--- config.mk ---
export PLATFORM = sky130hd
export DESIGN_NAME = sample_scheduler
export DESIGN_NICKNAME = d
export VERILOG_FILES = /design/src/rtl/sample_scheduler.sv
export SDC_FILE = /design/constraint.sdc
export NUM_CORES = 1
export LEC_CHECK = 0
export ABC_CLOCK_PERIOD_IN_PS = 6380
export CORE_MARGIN = 1.5
export CORE_UTILIZATION = 57
export DETAILED_ROUTE_END_ITERATION = 10
export GPL_TIMING_DRIVEN = 0
export MAX_ROUTING_LAYER = met4
export PLACE_DENSITY = 0.85
export REMOVE_ABC_BUFFERS = 1
export SLEW_MARGIN = 20
export SYNTH_ARGS = -nofsm -noshare
export SYNTH_HDL_FRONTEND = slang
export SYNTH_SLANG_ARGS = --single-unit
--- constraint.sdc ---
create_clock -name clk_in -period 6.38 [get_ports clk_in]
set_clock_uncertainty 0.05 [all_clocks]
set_input_delay 1.276 -clock clk_in [delete_from_list [all_inputs] [get_ports clk_in]]
set_output_delay 1.276 -clock clk_in [all_outputs]
set_load 0.02 [all_outputs]
--- src/rtl/sample_scheduler.sv ---
// Periodic round-robin sensor sampler: a prescaled period counter raises round
// requests, and each round starts every channel in turn, waits for done or timeout, and latches the sample.
module sample_scheduler #(
  parameter int unsigned NUM_CH       = 4,
  parameter logic [15:0] TICK_DIV     = 16'd50000,
  parameter logic [7:0]  PERIOD_TICKS = 8'd10,
  parameter logic [15:0] TIMEOUT      = 16'd1000
) (
  input  logic              clk_in,
  input  logic              rst_in,
  input  logic              en_in,
  input  logic [NUM_CH-1:0] done_in,
  input  logic [15:0]       data_in,
  output logic [NUM_CH-1:0] start_out,
  output logic [1:0]        ch_out,
  output logic [15:0]       sample_out,
  output logic              sample_valid_out,
  output logic              timeout_out,
  output logic              round_done_out,
  output logic              overrun_out,
  output logic              busy_out
);

  localparam logic [15:0] TICK_LAST   = TICK_DIV - 16'd1;
  localparam logic [7:0]  PERIOD_LAST = PERIOD_TICKS - 8'd1;
  localparam logic [15:0] TO_LAST     = TIMEOUT - 16'd1;
  localparam logic [1:0]  LAST_CH     = 2'(NUM_CH - 1);

  typedef enum logic [2:0] {IDLE, START, WAIT, STORE, NEXT} state_t;

  state_t      state_q, state_d;
  logic [15:0] tickCnt_q, tickCnt_d;
  logic [7:0]  periodCnt_q, periodCnt_d;
  logic [15:0] toCnt_q, toCnt_d;
  logic [1:0]  ch_q, ch_d;
  logic [15:0] sample_q, sample_d;
  logic        timedOut_q, timedOut_d;

  logic        tick;
  logic        roundReq;
  logic [3:0]  donePad;
  logic [3:0]  startPad;
  logic        selDone;

  // Prescaler and period counter run freely whenever enabled, regardless of the FSM.
  always_comb begin
    tick        = en_in && (tickCnt_q == TICK_LAST);
    roundReq    = tick && (periodCnt_q == PERIOD_LAST);
    tickCnt_d   = tickCnt_q;
    periodCnt_d = periodCnt_q;
    if (en_in) begin
      tickCnt_d = tick ? 16'd0 : tickCnt_q + 16'd1;
    end
    if (tick) begin
      periodCnt_d = (periodCnt_q == PERIOD_LAST) ? 8'd0 : periodCnt_q + 8'd1;
    end
  end

  // Pad to four channels so a 2-bit channel index is always in range.
  always_comb begin
    donePad                = 4'd0;
    donePad[NUM_CH-1:0]    = done_in;
    selDone                = donePad[ch_q];
  end

  always_comb begin
    state_d          = state_q;
    ch_d             = ch_q;
    sample_d         = sample_q;
    toCnt_d          = toCnt_q;
    timedOut_d       = timedOut_q;
    startPad         = 4'd0;
    sample_valid_out = 1'b0;
    timeout_out      = 1'b0;
    round_done_out   = 1'b0;
    overrun_out      = roundReq && (state_q != IDLE);

    case (state_q)
      IDLE: begin
        if (roundReq) begin
          ch_d    = 2'd0;
          state_d = START;
        end
      end
      START: begin
        startPad[ch_q] = 1'b1;
        toCnt_d        = 16'd0;
        timedOut_d     = 1'b0;
        state_d        = WAIT;
      end
      // A done arriving on the final timeout cycle still counts as a capture.
      WAIT: begin
        toCnt_d = toCnt_q + 16'd1;
        if (selDone) begin
          sample_d = data_in;
          state_d  = STORE;
        end else if (toCnt_q == TO_LAST) begin
          timedOut_d = 1'b1;
          state_d    = NEXT;
        end
      end
      STORE: begin
        sample_valid_out = 1'b1;
        state_d          = NEXT;
      end
      NEXT: begin
        timeout_out = timedOut_q;
        if (ch_q == LAST_CH) begin
          round_done_out = 1'b1;
          state_d        = IDLE;
        end else begin
          ch_d    = ch_q + 2'd1;
          state_d = START;
        end
      end
      default: state_d = IDLE;
    endcase
  end

  always_ff @(posedge clk_in) begin
    if (rst_in) begin
      state_q     <= IDLE;
      tickCnt_q   <= 16'd0;
      periodCnt_q <= 8'd0;
      toCnt_q     <= 16'd0;
      ch_q        <= 2'd0;
      sample_q    <= 16'd0;
      timedOut_q  <= 1'b0;
    end else begin
      state_q     <= state_d;
      tickCnt_q   <= tickCnt_d;
      periodCnt_q <= periodCnt_d;
      toCnt_q     <= toCnt_d;
      ch_q        <= ch_d;
      sample_q    <= sample_d;
      timedOut_q  <= timedOut_d;
    end
  end

  assign start_out  = startPad[NUM_CH-1:0];
  assign ch_out     = ch_q;
  assign sample_out = sample_q;
  assign busy_out   = (state_q != IDLE);

endmodule
==> reports/qor.txt, run 1 <==
Critical Path AT: 3360 ps
RSZ-0062 raised after global routing: false
Period Utilization, post-route: 73.52%
Pre-Repair DR Iteration Count: 4
M1 GR Usage: 29.96%
Remaining DRCs: 0
Pwr Total: 985.2 uW
Yosys top cell by area: dfxtp_1
Post-route cell area: 3685 sq um
CP max stage cell: clkdlybuf4s50_1
Worst-margin pin slew: 831.0 ps
Pin count of the biggest net entering global routing: 33
Max Clk Rate: 213.2 MHz
Yosys reg bits: 62
Remaining antenna violation count: 0
Leak pwr: 1.270 nW
PwrDens: 267.4 nW/um^2
Worst path cell trace: clkdlybuf4s50_1, and4_1, and4_1, and3_2, clkdlybuf4s50_1
Placer congestion estimate: 0.8782
# clock sinks: 62
Vias in the first global route: 2288
TNS Setup: 0 ps
Final Hold Vio Count: 0
Delay-heaviest family, CP: buffers and inverters
Die Y: 75.30 microns
Hold/Removal Path Class: reg -> reg
Clk buf depth: 2
Crit Path Category: in -> out
Yosys cell types: 47
Status: completed
Area grow syn2layout: 23.69%
Vias: 2656
Top post-synthesis cells by count: dfxtp_1 (62), nand2_1 (56), a21oi_1 (40)
H-tree levels: 3
CTS tree: done
Initial antenna violation count: 0
Critical Path Start Type: primary input
Met2 usage: 38.69%
Max IR drop VDD: 0.0001529 V
First-pass GRT wire length: 10250 microns
Synth Cell Area: 2979 sq um
Min Hold Slack: 402.8 ps
Final nets: 433
Count leader, synth: dfxtp_1
I/O Buffers: 49
CP peak stage delay: 600 ps
Max Slew Vio Count: 0
GRT busiest layer: met2
Placed Area: 3466 sq um
Die Footprint: 5669 sq um
Post-Synthesis Cells: 359
Synth top area share: 41.66%
Top Ports: 50
CTS root buffer: clkbuf_8
Synth top area cells: dfxtp_1 (42%), nand2_1 (7.1%), a21oi_1 (6.7%)
All-Layer GR Usage: 24.49%
Clk slew on worst S/H paths: 60 ps
Die Span X: 75.30 microns
Crit end category: output port
# hold bufs at CTS: 0
Vias/cell: 5.568
HPWL Detailed: 4515 microns
Clock Latency Late Sink: 340 ps
M3 GR Usage: 5.820%
DR WL/cell: 13.44 microns
Primary FF master, synth: dfxtp_1
EDFF count, synth: 0
Register area share after synthesis: 41.66%
Ys async rst share: 0%
Avg Cell Area, Syn: 8.298 sq um
Slew HR: 44.17%
YS warnings: 0
Placeable Area: 5075 sq um
First DRT Iteration DRCs: 134
Post-CTS Setup Bufs: 0
Rows: 26
Initial Utilization: 58.70%
CTS Buf Count: 9
WP buf/inv: 2
N_diodes: 0
Critical Path Fanout Max: 8
Max cap viols: 0
Worst EP required: 5050 ps
Count of cells resized by post-cts repair: 0
Share of layout cells above drive strength 1: 7.371%
Final setup viols: 0
Tmin final: 4691 ps
Global route total overflow: 0
Drt total wl: 6412 microns
## registers in the layout, summed over array words and instances (netlist names)
| name | cells |
|---|---|
| periodCnt_q | 8 |
| ch_out | 2 |
| timedOut_q | 1 |
| tickCnt_q | 16 |
| state_q | 3 |
| sample_out | 16 |
| toCnt_q | 16 |
## cell families (layout without fill, tap and decap cells)
group	count (synthesis)	count (layout)	share of synthesized area, %
compound gates	66	66	12.47
xor+xnor	15	15	4.410
fa+ha+maj	8	8	3.360
buf+inv	24	72	4.326
flops	62	62	41.66
mux	7	7	2.478
simple gates	177	177	31.29
## power breakdown
| group | total (mW) | switching, mW | internal [mW] |
|---|---|---|---|
| combinational | 0.191 | 0.113 | 0.0783 |
| sequential | 0.426 | 0.0213 | 0.404 |
| clock | 0.368 | 0.155 | 0.213 |
## metrics by stage
stage                     std cells  worst slack (ps)  util [%]
after CTS                       477              1697     72.61
after global placement          460              1709     68.00
final                           477              1689     72.61
after detailed placement        461              1708     68.29
after global routing            477              1547     72.61
after floorplan                 341              3004         -
## area by class of cell
cell class,count,area (sq um)
multi-input combinational,273,1609
fill,392,1390
sequential,62,1241
timing repair buffer,50,505.5
clock buffer,12,165.2
tap,70,87.58
clock inverter,4,53.80
inverter,6,22.52
## layout by cell type (no fill, tap or decap), types with 5 or more instances in the layout
cell type / count
a21oi_1: 40
and2_1: 7
and3_1: 9
and4_1: 5
clkbuf_8: 12
clkdlybuf4s50_1: 48
dfxtp_1: 62
ha_1: 8
inv_1: 6
nand2_1: 56
nand3_1: 11
nand4_1: 10
nor2_1: 37
nor3_1: 9
o21ai_0: 11
xor2_1: 12
## worst min-delay path, cell delays in order, from the launching register on
cell and delay, ps:
dfxtp_1 310, nand2_1 50, a21oi_1 50
## path summary, 6_finish.rpt
path / to / slack [ps] / from / cells past startpoint
worst max-delay path: overrun_out / 1690 / en_in / 5
worst min-delay path: sample_out[3]$_SDFFE_PP0P_ / 400 / sample_out[3]$_SDFFE_PP0P_ / 2
worst max register to register: toCnt_q[13]$_SDFFE_PP0P_ / 4000 / state_q[1]$_SDFFE_PP0P_ / 4
worst min register to register: sample_out[3]$_SDFFE_PP0P_ / 400 / sample_out[3]$_SDFFE_PP0P_ / 2
## routing by layer
metal	vias to the layer above	wire (microns)
li1	1352	-
met4	0	87
met2	69	3142
met5	-	0
met1	1225	2898
met3	10	284
No activity file was read; power rests on OpenSTA's default activity.
==> run 2, diff against run 1 <==
ABC_CLOCK_PERIOD_IN_PS = 4400   (was 6380)
CORE_UTILIZATION = 53   (was 57)
PLACE_DENSITY = 0.8   (was 0.85)
clock period = 4.4 ns   (was 6.38 ns; I/O delays follow)
==> run 2 against run 1 <==
- register-to-register slack got worse by 2000 ps
- largest cell class unchanged
- worst setup slack got worse by 1200 ps
- wire length grew 3.9%
- core utilization down 5.1 points
- sequential cell count stayed put
- first-iteration DRC count up 40%
- sequential share of layout area fell by 0.10 points
==> reports/qor.txt, run 2 (synthesis gave the netlist of run 1 again) <==
Clk buf depth: 2 (unchanged)
I/O Buffers: 49 (unchanged)
Max cap viols: 0 (unchanged)
Slew HR: 35.76% (-8.4 points)
Worst EP required: 3470 ps (-1580 ps)
Leak pwr: 1.270 nW (about the same)
Logic gate share of total power: 19.5% (about the same)
Most common cell after layout, fill and taps aside: dfxtp_1
All-Layer GR Usage: 23.48% (-1.0 points)
Worst-margin pin slew: 956.3 ps (+125.3 ps)
Clock Latency Late Sink: 350 ps (about the same)
Fillers: 454 (+16%)
Register-to-Register Path Depth: 4 (unchanged)
Hold/Removal Path Class: reg -> reg
Count of cells resized by post-cts repair: 0 (unchanged)
Min-delay src: sample_out[8]$_SDFFE_PP0P_
CP max stage cell: clkdlybuf4s50_1
Critical Path Start Type: primary input
Placeable Area: 5473 sq um (+7.8%)
H-tree levels: 3 (unchanged)
Worst path cell trace: clkdlybuf4s50_1, and4_1, and4_1, and3_2, clkdlybuf4s50_1
Status: completed
Final setup viols: 0 (unchanged)
Crit Path Category: in -> out
# clock sinks: 62 (unchanged)
RSZ-0062 raised after global routing: false
Initial antenna violation count: 0 (unchanged)
Switching power: 441.2 uW (+52%)
PwrDens: 395.4 nW/um^2 (+48%)
Clock network fraction of total power: 38.2% (+0.8 points)
Tmin final: 3913 ps
Remaining antenna violation count: 0 (unchanged)
Share of layout cells above drive strength 1: 7.371% (unchanged)
Global route total overflow: 0 (unchanged)
Post-CTS Setup Bufs: 0 (unchanged)
Initial Utilization: 54.44% (-4.3 points)
Vias/cell: 5.622 (+0.97%)
Reg2reg setup slack: 1990 ps (-2010 ps)
Util after Layout: 67.54% (-5.1 points)
Rows: 27 (+3.8%)
CTS root buffer: clkbuf_8
Pre-Repair DR Iteration Count: 4 (unchanged)
Switching Share: 30.19% (+0.79 points)
CP peak stage delay: 590 ps (about the same)
Vias: 2693 (+1.4%)
CTS tree: done
HPWL Detailed: 4486 microns (-0.63%)
Pin count of the biggest net entering global routing: 29 (-12%)
WP buf/inv: 2 (unchanged)
Max IR drop VDD: 0.0002128 V (+39%)
Final Hold Vio Count: 0 (unchanged)
N_diodes: 0 (unchanged)
DR WL/cell: 13.91 microns (+3.5%)
Delay-heaviest family, CP: buffers and inverters
TNS Setup: 0 ps (unchanged)
Critical Path AT: 2980 ps (-380 ps)
CTS Buf Count: 9 (unchanged)
Most frequent cells in the layout: dfxtp_1 (62), nand2_1 (56), clkdlybuf4s50_1 (48)
Top Ports: 50 (unchanged)
Pwr Total: 1.461 mW (+48%)
Sequential Power Share: 42.3% (-0.9 points)
First-pass GRT wire length: 11180 microns (+9.1%)
Final nets: 433 (unchanged)
Hold Path Stages: 2 (unchanged)
Min Hold Slack: 402.4 ps (-0.4460 ps)
Int Power: 1.020 mW (+47%)
Max Slew Vio Count: 0 (unchanged)
Hold endpoint: sample_out[8]$_SDFFE_PP0P_
Crit end category: output port
# hold bufs at CTS: 0 (unchanged)
First DRT Iteration DRCs: 187 (+40%)
Max Clk Rate: 255.5 MHz
Die Y: 77.98 microns (+3.6%)
Die Footprint: 6080 sq um (+7.2%)
Remaining DRCs: 0 (unchanged)
Critical R2R Capture: toCnt_q[13]$_SDFFE_PP0P_
Drt total wl: 6662 microns (+3.9%)
Placer congestion estimate: 0.7813 (-11%)
Clk slew on worst S/H paths: 70 ps (about the same)
Die Span X: 77.98 microns (+3.6%)
Reg2reg start: state_q[1]$_SDFFE_PP0P_
Area grow syn2layout: 24.07%
Vias in the first global route: 2460 (+7.5%)
Period Utilization, post-route: 88.94%
Critical Path Fanout Max: 8 (unchanged)
## run 2: area by class of cell
| cell class | count | area (sq um) | area share, % |
|---|---|---|---|
| clock buffer | 9 | 123.9 | 3.351 |
| clock inverter | 7 | 96.34 | 2.607 |
| inverter | 6 | 22.52 | 0.6093 |
| multi-input combinational | 273 | 1609 | 43.53 |
| sequential | 62 | 1241 | 33.58 |
| tap | 72 | 90.09 | 2.437 |
| timing repair buffer | 50 | 513.0 | 13.88 |
## run 2: power groups by stage
stage	sequential, mW	combinational, mW	clock (mW)
floorplan	0.641	0.149	0
global placement	0.629	0.272	0
detailed placement	0.631	0.281	0
CTS	0.618	0.283	0.565
global route	0.624	0.309	0.592
finish	0.619	0.284	0.558
## run 2: worst max path at each step
stage | startpoint | endpoint | slack [ps] | cells after the start
6_report | en_in | overrun_out | 490 | 5
4_1_cts | en_in | overrun_out | 510 | 5
3_5_place_dp | en_in | overrun_out | 510 | 5
5_1_grt | en_in | overrun_out | 390 | 5
3_3_place_gp | en_in | overrun_out | 520 | 5
2_1_floorplan | periodCnt_q[0]$_SDFFE_PP0N_ | overrun_out | 1800 | 4
## run 2: per-stage QoR
stage / worst slack, ps / instances / cell area, sq um
finish: 486.6 / 479 / 3696
global route: 389.0 / 479 / 3696
CTS: 509.9 / 479 / 3696
detailed placement: 513.4 / 463 / 3476
global placement: 523.3 / 462 / 3453
floorplan: 1798 / 341 / 2873
## run 2: worst reg2reg max path: cells and delay by family (launching register included)
family,cells,cell delay [ps]
flops,1,510
compound gates,1,140
simple gates,3,1640
## run 2: routing by layer
metal | share of wire, % | global-route usage, %
met5 | 0 | -
met3 | 4.8 | 5.059
met4 | 1.3 | 9.107
met1 | 48 | 29.76
met2 | 46 | 36.61
